File: src/rtl/decode_issue_ctrl_pkg.sv
// Shared widths, default sizes and storage types for the decode/issue slice.
// Imported by decode_issue_ctrl and decode_scoreboard.
// Widths are the architecture values for instruction, PC and register address.
package decode_issue_ctrl_pkg;

  localparam int unsigned INST_W             = 32;
  localparam int unsigned PC_W               = 32;
  localparam int unsigned REG_ADDR_W         = 5;
  localparam int unsigned DECODE_QUEUE_DEPTH = 4;
  localparam int unsigned REG_COUNT_DEF      = 2 ** REG_ADDR_W;

  // One buffered fetch slot: the instruction and its next-PC travel together.
  typedef struct packed {
    logic [INST_W-1:0] inst;
    logic [PC_W-1:0]   npc;
  } fetch_entry_t;

  // Register 0 is hard-wired and never tracked as in flight.
  function automatic logic is_tracked_reg(input logic [REG_ADDR_W-1:0] addr);
    return addr != '0;
  endfunction

endpackage

File: src/rtl/decode_issue_ctrl_scoreboard.sv
// decode_scoreboard: busy vector of in-flight destination registers.
//   clk, rst            clock, asynchronous active-high reset
//   set_en/set_addr     mark a register busy at the next edge (issue of a writer)
//   clr_en/clr_addr     mark a register free at the next edge (writeback)
//   use_*/addr_*        three lookup ports (rs1, rs2, rd) for the decoder head
//   hazard              any used lookup register is busy
// Macro DECODE_CTRL_WB_BYPASS_EN: a register being cleared this cycle is
// already seen as free by the lookups.
module decode_scoreboard
  import decode_issue_ctrl_pkg::*;
#(
  parameter int unsigned REG_COUNT = REG_COUNT_DEF
) (
  input  logic                  clk,
  input  logic                  rst,
  input  logic                  set_en,
  input  logic [REG_ADDR_W-1:0] set_addr,
  input  logic                  clr_en,
  input  logic [REG_ADDR_W-1:0] clr_addr,
  input  logic                  use_rs1,
  input  logic [REG_ADDR_W-1:0] addr_rs1,
  input  logic                  use_rs2,
  input  logic [REG_ADDR_W-1:0] addr_rs2,
  input  logic                  use_rd,
  input  logic [REG_ADDR_W-1:0] addr_rd,
  output logic                  hazard
);

  logic [REG_COUNT-1:0] busy_q;
  logic [REG_COUNT-1:0] busy_d;
  logic [REG_COUNT-1:0] busy_eff;

  // Clear is applied before set so a same-cycle set of the same register wins.
  always_comb begin
    busy_d = busy_q;
    if (clr_en) busy_d[clr_addr] = 1'b0;
    if (set_en && is_tracked_reg(set_addr)) busy_d[set_addr] = 1'b1;
    busy_d[0] = 1'b0;
  end

  always_ff @(posedge clk or posedge rst) begin
    if (rst) busy_q <= '0;
    else     busy_q <= busy_d;
  end

`ifdef DECODE_CTRL_WB_BYPASS_EN
  always_comb begin
    busy_eff = busy_q;
    if (clr_en) busy_eff[clr_addr] = 1'b0;
  end
`else
  always_comb begin
    busy_eff = busy_q;
  end
`endif

  always_comb begin
    hazard = (use_rs1 && busy_eff[addr_rs1]) ||
             (use_rs2 && busy_eff[addr_rs2]) ||
             (use_rd  && busy_eff[addr_rd]);
  end

endmodule

File: src/rtl/decode_issue_ctrl.sv
// decode_issue_ctrl: decode-stage sequencer between fetch and issue.
// Buffers fetched inst/npc pairs in a FIFO, presents the head to the external
// decoder, and raises iss_valid only when the decoded head has no register
// hazard against the scoreboard of in-flight destinations.
//   clk, rst                 clock, asynchronous active-high reset
//   f_valid/f_inst/f_npc     fetch offer; f_ready = FIFO not full
//   dec_inst/dec_npc         FIFO head to decoder (0 when empty)
//   dec_use_*/dec_rs*/dec_rd decoder register-use info for the head
//   iss_valid/iss_ready      issue handshake
//   wb_valid/wb_addr         writeback frees a destination register
//   flush                    empty the FIFO at the next edge
//   hazard_stall             head present but blocked by the scoreboard
//   q_count                  FIFO occupancy
// Macro DECODE_CTRL_WB_BYPASS_EN (in decode_scoreboard): writeback frees a
// register for hazard checking in the same cycle.
module decode_issue_ctrl
  import decode_issue_ctrl_pkg::*;
#(
  parameter int unsigned QUEUE_DEPTH = DECODE_QUEUE_DEPTH,
  parameter int unsigned REG_COUNT   = REG_COUNT_DEF
) (
  input  logic                           clk,
  input  logic                           rst,
  input  logic                           f_valid,
  input  logic [INST_W-1:0]              f_inst,
  input  logic [PC_W-1:0]                f_npc,
  output logic                           f_ready,
  output logic [INST_W-1:0]              dec_inst,
  output logic [PC_W-1:0]                dec_npc,
  input  logic                           dec_use_rs1,
  input  logic                           dec_use_rs2,
  input  logic                           dec_use_rd,
  input  logic [REG_ADDR_W-1:0]          dec_rs1,
  input  logic [REG_ADDR_W-1:0]          dec_rs2,
  input  logic [REG_ADDR_W-1:0]          dec_rd,
  output logic                           iss_valid,
  input  logic                           iss_ready,
  input  logic                           wb_valid,
  input  logic [REG_ADDR_W-1:0]          wb_addr,
  input  logic                           flush,
  output logic                           hazard_stall,
  output logic [$clog2(QUEUE_DEPTH):0]   q_count
);

  localparam int unsigned PTR_W = $clog2(QUEUE_DEPTH);
  localparam int unsigned CNT_W = PTR_W + 1;

  fetch_entry_t     mem_q [QUEUE_DEPTH];
  fetch_entry_t     mem_d [QUEUE_DEPTH];
  logic [PTR_W-1:0] wr_ptr_q, wr_ptr_d;
  logic [PTR_W-1:0] rd_ptr_q, rd_ptr_d;
  logic [CNT_W-1:0] count_q, count_d;

  logic         empty;
  logic         full;
  logic         push;
  logic         pop;
  logic         hazard;
  logic         sb_set;
  fetch_entry_t head;

  always_comb begin
    empty   = (count_q == '0);
    full    = (count_q == CNT_W'(QUEUE_DEPTH));
    f_ready = !full;
    head    = mem_q[rd_ptr_q];
    dec_inst = empty ? '0 : head.inst;
    dec_npc  = empty ? '0 : head.npc;
    iss_valid    = !empty && !hazard && !flush;
    hazard_stall = !empty && hazard;
    q_count      = count_q;
    // Flush suppresses both sides of the handshake for the cycle.
    push   = f_valid && f_ready && !flush;
    pop    = iss_valid && iss_ready;
    sb_set = pop && dec_use_rd && is_tracked_reg(dec_rd);
  end

  // Pointers rely on QUEUE_DEPTH being a power of two for natural wrap.
  always_comb begin
    mem_d    = mem_q;
    wr_ptr_d = wr_ptr_q;
    rd_ptr_d = rd_ptr_q;
    count_d  = count_q;
    if (push) begin
      mem_d[wr_ptr_q] = '{inst: f_inst, npc: f_npc};
      wr_ptr_d        = wr_ptr_q + PTR_W'(1);
    end
    if (pop) rd_ptr_d = rd_ptr_q + PTR_W'(1);
    case ({push, pop})
      2'b10:   count_d = count_q + CNT_W'(1);
      2'b01:   count_d = count_q - CNT_W'(1);
      default: count_d = count_q;
    endcase
    if (flush) begin
      wr_ptr_d = '0;
      rd_ptr_d = '0;
      count_d  = '0;
    end
  end

  always_ff @(posedge clk or posedge rst) begin
    if (rst) begin
      for (int unsigned i = 0; i < QUEUE_DEPTH; i++) mem_q[i] <= '0;
      wr_ptr_q <= '0;
      rd_ptr_q <= '0;
      count_q  <= '0;
    end else begin
      mem_q    <= mem_d;
      wr_ptr_q <= wr_ptr_d;
      rd_ptr_q <= rd_ptr_d;
      count_q  <= count_d;
    end
  end

  decode_scoreboard #(
    .REG_COUNT (REG_COUNT)
  ) u_scoreboard (
    .clk      (clk),
    .rst      (rst),
    .set_en   (sb_set),
    .set_addr (dec_rd),
    .clr_en   (wb_valid),
    .clr_addr (wb_addr),
    .use_rs1  (dec_use_rs1),
    .addr_rs1 (dec_rs1),
    .use_rs2  (dec_use_rs2),
    .addr_rs2 (dec_rs2),
    .use_rd   (dec_use_rd),
    .addr_rd  (dec_rd),
    .hazard   (hazard)
  );

endmodule

File: config.mk
export PLATFORM = sky130hd
export DESIGN_NAME = decode_issue_ctrl
export DESIGN_NICKNAME = d
export VERILOG_FILES = /design/src/rtl/decode_issue_ctrl_pkg.sv /design/src/rtl/decode_issue_ctrl_scoreboard.sv /design/src/rtl/decode_issue_ctrl.sv
export SDC_FILE = /design/constraint.sdc
export NUM_CORES = 1
export LEC_CHECK = 0
export CAP_MARGIN = 20
export CORE_ASPECT_RATIO = 0.8
export CORE_MARGIN = 4
export CORE_UTILIZATION = 35
export CTS_CLUSTER_SIZE = 10
export DETAILED_ROUTE_END_ITERATION = 16
export DONT_BUFFER_PORTS = 1
export SETUP_SLACK_MARGIN = 0.15
export SLEW_MARGIN = 15
export SYNTH_ARGS = -nofsm -noshare
export SYNTH_HDL_FRONTEND = slang
export SYNTH_SLANG_ARGS = --single-unit
export TNS_END_PERCENT = 5
File: constraint.sdc
create_clock -name clk -period 27.8 [get_ports clk]
set_clock_uncertainty 0.05 [all_clocks]
set_input_delay 2.78 -clock clk [delete_from_list [all_inputs] [get_ports clk]]
set_output_delay 2.78 -clock clk [all_outputs]
set_load 0.1 [all_outputs]
; Yosys cells after proc, flatten, opt, wreduce, memory -nomap -nowiden
; Index checks and enable logic that the tools add are counted.
[classes]
n_lt_le_gt_ge = 9
eq_ne = 3
muxes = 26
bitwise = 5
n_reduce_logical = 26
add_sub_neg = 4
[op_table]
columns = cell, n
row1 = bitwise mux 256 bit, 1
row2 = two-way mux 64 bit, 3
row3 = binary-select mux 64 bit (select 2 bit), 1
row4 = demux 64 bit (select 2 bit), 1
row5 = two-way mux 32 bit, 4
row6 = AND 32 bit, 1
row7 = inverter 32 bit, 1
row8 = OR 32 bit, 1
row9 = "less-than comparator 5 x 6 -> 1 bit, second input constant", 4
row10 = binary-select mux 1 bit (select 5 bit), 3
row11 = logical AND 1 bit, 15
row12 = demux 1 bit (select 5 bit), 2
row13 = ">= comparator 5 x 1 -> 1 bit, second input constant", 2
row14 = two-way mux 2 bit, 4
row15 = ">= comparator 3 bit, second input constant", 2
row16 = inverter 2 -> 3 bit, 2
row17 = one-hot mux 3 bit (2 select lines), 1
row18 = two-way mux 1 bit, 5
row19 = nonzero test 5 bit, 1
row20 = "adder 2 x 1 -> 2 bit, second input constant", 2
row21 = logical NOT 1 bit, 4
row22 = nonzero test 2 bit, 2
row23 = "adder 3 x 1 -> 3 bit, second input constant", 1
row24 = "== test 3 bit, second input constant", 1
row25 = other kinds (8), 9
[totals]
input_bits = 93
elab_cells = 85
register_bits = 294
out_inout_bits = 70

; Longest topological paths before layout
; Gate-level depths: netlist of run 1.
[logic_depth]
depth_word = 13
mapped_depth = 13
mapped_depth_nobuf = 11

; Hierarchy
; Synthesis of run 1 repeated with hierarchy kept, for this count alone.
[unflattened]
cells_unflattened = 950
area_unflattened_um2 = 14554.0
[by_module_without_submodules]
columns = mod, seq_area_each_um2, area_each_um2, cells_each, n_inst
row1 = decode_issue_ctrl, 6581.3, 12353.1, 743, 1
row2 = decode_scoreboard, 775.7, 2200.9, 207, 1

; Worst setup path after synthesis of run 1
; No wires, ideal clock.
[synth_path]
path_type = input -> output
start = input dec_rs1[0]
end = output iss_valid
setup_slack_ns = 18.177
cell_stages = 7
arrival_time_ns = 6.793
required_time_ns = 24.970
n_path_buf = 1
cell_sequence = buf_2 > mux4_2 > mux4_2 > o22ai_1 > nor3b_1 > nor3_1 > nor3b_1
[synth_via]
elab_chain_cells = 8
[synth_lines]
columns = item, line_no
row1 = "start, declared", decode_issue_ctrl.sv:33  ; input logic [REG_ADDR_W-1:0] dec_rs1,
row2 = binary-select mux 1 bit (select 5 bit), decode_issue_ctrl_scoreboard.sv:58  ; hazard = (use_rs1 && busy_eff[addr_rs1]) ||
row3 = two-way mux 1 bit (not written as such), decode_issue_ctrl_scoreboard.sv:58
row4 = logical AND 1 bit, decode_issue_ctrl_scoreboard.sv:58
row5 = logical OR 1 bit, decode_issue_ctrl_scoreboard.sv:58
row6 = logical OR 1 bit, decode_issue_ctrl_scoreboard.sv:59  ; (use_rs2 && busy_eff[addr_rs2]) ||
row7 = logical NOT 1 bit, decode_issue_ctrl.sv:69  ; iss_valid = !empty && !hazard && !flush;
row8 = logical AND 1 bit (2 in a row), decode_issue_ctrl.sv:69
row9 = "end, declared", decode_issue_ctrl.sv:36  ; output logic iss_valid,
; No other way between the ends. The select of a mux whose other input is x is not followed.

; Final worst setup path of run 1
[layout_path]
start = input dec_rs2[0]
end = output iss_valid
[layout_via]
elab_chain_cells = 8
[layout_lines]
columns = item, line_no
row1 = "start, declared", decode_issue_ctrl.sv:34  ; input logic [REG_ADDR_W-1:0] dec_rs2,
row2 = binary-select mux 1 bit (select 5 bit), decode_issue_ctrl_scoreboard.sv:59
row3 = two-way mux 1 bit (not written as such), decode_issue_ctrl_scoreboard.sv:59
row4 = logical AND 1 bit, decode_issue_ctrl_scoreboard.sv:59
row5 = logical OR 1 bit, decode_issue_ctrl_scoreboard.sv:58
row6 = logical OR 1 bit, decode_issue_ctrl_scoreboard.sv:59
row7 = logical NOT 1 bit, decode_issue_ctrl.sv:69
row8 = logical AND 1 bit (2 in a row), decode_issue_ctrl.sv:69
; No other way between the ends. The select of a mux whose other input is x is not followed.

==> flow_summary.json, run 1 <==
{
  "placed_cells": 1445,
  "multi_input_area_mm2": 0.00669,
  "worstSetupStartpointType": "input pin",
  "yosysSeqAreaShare_pct": 52.2,
  "post-cts-setup-buffers": 0,
  "fillers": 3666,
  "fin_ws_ps": 19890,
  "final_nets": 1045,
  "rsz0062_at_grt": "no",
  "ctsResizeCount": 0,
  "numPortBuffers": 0,
  "wirelength_um": 33900,
  "core_mm2": 0.0396,
  "relSlewSlack_pct": 22.4,
  "top_layer_used": "met4",
  "outcome": "completed",
  "stdcell_count": 1491,
  "drv_cap": 0,
  "layout_commonest_cell": "dfrtp_1",
  "regArea_mm2": 0.00736,
  "cts_root_buf": "clkbuf_16",
  "grt_first_pass_wirelength_um": 53700,
  "grt_overflow": 0,
  "grtUsageTotal_pct": 15.7,
  "clkSinkCount": 294,
  "pre_cts_ws_ps": 19920,
  "worstPathArrival_ps": 5080,
  "fp.dieH_um": 187,
  "clock_path_buffers": 3,
  "yosysWarnings": 0,
  "routed-via-count": 8219,
  "final_cell_mix": "dfrtp_1 (292), mux2_2 (258), mux4_2 (79)",
  "synth_cell_type_count": 46,
  "worst_pin_slew_ps": 1160,
  "dp_hpwl_um": 21000,
  "vias_per_cell": 5.51,
  "endpoint_kind": "primary output",
  "avgSynthCellArea_um2": 14.8,
  "synth_top_flop_cell": "dfrtp_1",
  "finalCritPeriodShare_pct": 28.4,
  "tns_ps": 0,
  "place.gp.congestion": 0.879,
  "clock_latency_ps": 510,
  "syn-cell-area_mm2": 0.0141,
  "numCtsBuffers": 36,
  "syn_inst": 954,
  "die-area_mm2": 0.0435,
  "synth_nets": 1052,
  "maxSlewViolCount": 0,
  "first_iter_violations": 396,
  "p_leak_nw": 6.67,
  "first_global_vias": 8748,
  "boundaryPins": 163,
  "area_growth_syn_to_layout_pct": 12.8,
  "initial_core_util_pct": 35.6,
  "p_per_area_mw_per_mm2": 131,
  "final_antenna_net_count": 0,
  "firstDrtPassIters": 5,
  "hold_buffers": 0,
  "hold_viol_final": 0,
  "cts_tree": "built",
  "avgRoutedWirePerCell_um": 22.7,
  "synth-edff-count": 0,
  "htreeDepth": 2,
  "final-setup-viol-count": 0,
  "async_flop_share_pct": 100,
  "routed-wl-met3_um": 2410,
  "path_clk_slew_ps": 50,
  "hp-class": "reg2reg",
  "drt-met1-wl_um": 15300,
  "grt_max_degree": 165,
  "crit_required_ps": 24970,
  "antenna_found_initial": 0,
  "period_needed_ps": 7910,
  "drive_gt1_share_pct": 50.7,
  "ys_seq_elements": 294,
  "num_rows": 65,
  "wl_met2_um": 15500,
  "cp_max_fo": 8,
  "die_x_um": 232,
  "crit_type": "in2out",
  "route.detailed.drc": 0,
  "diodes": 0,
  "irDropWorstVdd_mv": 0.0670,
  "timing.fmax_ghz": 0.126
}
cell families (layout without fill, tap and decap cells):
kind of cell / Yosys count / after routing / synth area share [%]
mux: 357 / 357 / 34.7
flops: 294 / 294 / 52.2
simple gates: 151 / 151 / 7.25
compound gates: 83 / 83 / 3.37
buf+inv: 61 / 62 / 1.70
fa+ha+maj: 5 / 5 / 0.497
xor+xnor: 3 / 3 / 0.293
worst max-delay path, stage by stage:
cell	delay, ps
mux4_2	460
mux4_2	460
nand2b_1	160
o311a_1	180
nor3_1	460
nor3b_2	320
clkbuf_16	250
metrics by stage:
stage | area (um^2) | util (%) | power [W] | hold WS (ps)
6_report | 15900 | 40.1 | 0.00208 | 445
5_1_grt | 15900 | 40.1 | 0.00219 | 460
4_1_cts | 15900 | 40.1 | 0.00211 | 449
3_5_place_dp | 14900 | 37.5 | 0.00168 | 437
3_3_place_gp | 14900 | 37.5 | 0.00166 | 432
2_1_floorplan | 14100 | - | 0.00152 | 424
layout make-up:
type	count	share of cell area [%]
Clock inverter	4	0.346
Multi-Input combinational cell	599	42.1
Clock buffer	42	6.07
Timing Repair Buffer	12	0.756
Inverter	4	0.142
Tap cell	536	4.22
Sequential cell	294	46.3
metal layers:
| metal | up-vias | GRT usage, % |
|---|---|---|
| met5 | - | 0 |
| met4 | 0 | 4.23 |
| met3 | 50 | 4.25 |
| met2 | 238 | 24.0 |
| met1 | 4364 | 22.2 |
| li1 | 3567 | - |
final timing paths:
check	from	end	slack, ps	cells after the start
worst max-delay path	dec_rs2[0]	iss_valid	19890	7
worst min-delay path	mem_q[104]$_DFFE_PP0P_	mem_q[104]$_DFFE_PP0P_	450	1
worst max register to register	q_count[2]$_DFFE_PP0P_	q_count[2]$_DFFE_PP0P_	22960	11
worst min register to register	mem_q[104]$_DFFE_PP0P_	mem_q[104]$_DFFE_PP0P_	450	1
max in group asynchronous	rst	mem_q[244]$_DFFE_PP0P_	24050	2
min in group asynchronous	rst	mem_q[137]$_DFFE_PP0P_	2220	1
synthesized netlist by cell type (all sizes together), types with 5 or more instances:
master	instances	share of area, %
nand3b	7	0.37
nor2	13	0.35
mux2	258	21
nand3	5	0.18
clkbuf	43	1.1
nor2b	65	2.9
nand2b	7	0.31
mux4	79	13
nand2	15	0.40
nand4b	6	0.59
o32ai	8	0.50
dfrtp	294	52
buf	14	0.44
mux2i	20	1.4
o21ai	63	2.2
or4b	6	0.43
flip-flops by register name (all words and copies together) (netlist names):
name                   flops
mem_q                    256
u_scoreboard.busy_eff     31
q_count                    3
rd_ptr_q                   2
wr_ptr_q                   2
report_power, final:
| group | internal [W] | leakage [nW] | switching (W) |
|---|---|---|---|
| clock network | 0.000252 | 0.497 | 0.000168 |
| registers | 0.000609 | 3.73 | 0.000112 |
| logic | 0.000292 | 2.44 | 0.000649 |
| total | 0.00115 | 6.67 | 0.000929 |
Note: power is estimated with default switching activity, not from simulation.
==> run 2, diff against run 1 <==
Clock period 27.8 ns to 6.7 ns, I/O delays scaled along.
==> flow_summary.json, run 2 (synthesized netlist as in run 1, its figures left out) <==
{
  "firstDrtPassIters": 5,
  "timing.fmax_ghz": 0.225,
  "top_register": "mem_q",
  "dp_hpwl_um": 19800,
  "die-area_mm2": 0.0435,
  "rr_endpoint": "mem_q[137]$_DFFE_PP0P_",
  "p_comb_share_pct": 45.7,
  "htreeDepth": 2,
  "grt_first_pass_wirelength_um": 52800,
  "final_nets": 1048,
  "pwr-share-clk_pct": 20.3,
  "cell_internal_pwr_w": 0.00486,
  "whs_path_depth": 1,
  "period_needed_ps": 4440,
  "crit_required_ps": 7030,
  "largest_register_ffs": 256,
  "maxSlewViolCount": 0,
  "die_x_um": 232,
  "place.gp.congestion": 0.824,
  "p_sw_share_pct": 44.1,
  "numPortBuffers": 0,
  "r2r_start": "q_count[2]$_DFFE_PP0P_",
  "final_antenna_net_count": 0,
  "outcome": "completed",
  "clock_latency_ps": 510,
  "grtUsageTotal_pct": 15.4,
  "placed_cells": 1442,
  "hp-start": "flush",
  "core_mm2": 0.0396,
  "grt_max_degree": 155,
  "boundaryPins": 163,
  "wirelength_um": 33000,
  "worstPathArrival_ps": 4770,
  "p_per_area_mw_per_mm2": 543,
  "finalCritPeriodShare_pct": 66.2,
  "routed-via-count": 8159,
  "clock_path_buffers": 3,
  "fillers": 3655,
  "numCtsBuffers": 36,
  "final-setup-viol-count": 0,
  "area_growth_syn_to_layout_pct": 13.9,
  "p_sw_w": 0.00384,
  "layout_commonest_cell": "dfrtp_1",
  "irDropWorstVdd_mv": 0.346,
  "crit_type": "reg2reg",
  "drive_gt1_share_pct": 50.7,
  "hold_viol_final": 0,
  "relSlewSlack_pct": 21.2,
  "r2r.worst_path.cells": 6,
  "route.detailed.drc": 0,
  "diodes": 0,
  "antenna_found_initial": 0,
  "path_clk_slew_ps": 60,
  "num_rows": 65,
  "avgRoutedWirePerCell_um": 22.1,
  "initial_core_util_pct": 35.6,
  "stdcell_count": 1494,
  "worstSetupStartpointType": "flop",
  "post-cts-setup-buffers": 0,
  "sequentialPowerShare_pct": 34.1,
  "worst_pin_slew_ps": 1180,
  "hp-class": "in2reg",
  "cp_max_fo": 64,
  "first_global_vias": 8781,
  "grt_overflow": 0,
  "rsz0062_at_grt": "no",
  "cts_tree": "built",
  "endpoint_kind": "flop",
  "clkSinkCount": 294,
  "vias_per_cell": 5.46,
  "drv_cap": 0,
  "tns_ps": 0,
  "r2r_slack_ps": 2260,
  "cts_root_buf": "clkbuf_16",
  "p_leak_nw": 6.73,
  "first_iter_violations": 558,
  "hold_end": "wr_ptr_q[1]$_DFFE_PP0P_",
  "final_cell_mix": "dfrtp_1 (292), mux2_2 (258), mux4_2 (79)",
  "fp.dieH_um": 187
}
-- run 2: worst max-delay path by stage --
stage	startpoint	end	slack (ps)	depth (start not counted)
3_3_place_gp	q_count[0]$_DFFE_PP0P_	mem_q[65]$_DFFE_PP0P_	2220	6
2_1_floorplan	dec_rs1[0]	iss_valid	1300	7
4_1_cts	q_count[0]$_DFFE_PP0P_	mem_q[66]$_DFFE_PP0P_	2160	6
3_5_place_dp	q_count[0]$_DFFE_PP0P_	mem_q[76]$_DFFE_PP0P_	2170	6
5_1_grt	q_count[2]$_DFFE_PP0P_	q_count[2]$_DFFE_PP0P_	2060	10
6_report	q_count[2]$_DFFE_PP0P_	mem_q[137]$_DFFE_PP0P_	2260	6
-- run 2: through the flow --
step / util [%] / hold WS [ps] / setup slack (ps) / area (um^2) / power (W)
finish: 40.5 / 172 / 2260 / 16000 / 0.00870
global route: 40.5 / 146 / 2060 / 16000 / 0.00913
CTS: 40.2 / 142 / 2160 / 15900 / 0.00879
detailed placement: 37.6 / 437 / 2170 / 14900 / 0.00698
global placement: 37.5 / 432 / 2220 / 14900 / 0.00686
floorplan: - / 424 / 1300 / 14100 / 0.00633
-- run 2: layer usage --
| metal | up-vias | part of all wire (%) | global-route usage (%) |
|---|---|---|---|
| met2 | 204 | 46 | 24.7 |
| li1 | 3559 | - | - |
| met1 | 4337 | 45 | 20.9 |
| met4 | 0 | 2.3 | 4.32 |
| met3 | 59 | 6.2 | 3.87 |
| met5 | - | 0 | 0 |
-- run 2: final cells by class --
type / count / area (um^2) / area share (%)
clock inverters: 1 / 30.0 / 0.187
well taps: 536 / 671 / 4.18
repair buffers: 15 / 255 / 1.59
flip-flops and latches: 294 / 7360 / 45.9
multi-input cells: 599 / 6690 / 41.7
clock buffers: 45 / 1010 / 6.27
inverters: 4 / 18.8 / 0.117
-- run 2: worst max-delay path, stage by stage, from the launching register on --
cell     delay, ps
dfrtp_1       1050
nand2_1        930
nand2_1        600
nor2_1         270
nand2_4        120
buf_4          820
mux2_2         420
-- run 2: what timing repair did --
action	in CTS	in global routing
hold buffers	1	0
gates resized for setup	0	0
hold endpoints to repair	6	0
-- run 2: power groups by stage --
stage / registers [W] / clock network, W / logic (W)
finish: 0.00297 / 0.00176 / 0.00397
global route: 0.00306 / 0.00190 / 0.00417
detailed placement: 0.00302 / 0 / 0.00396
global placement: 0.00298 / 0 / 0.00388
floorplan: 0.00285 / 0 / 0.00348
CTS: 0.00299 / 0.00183 / 0.00397
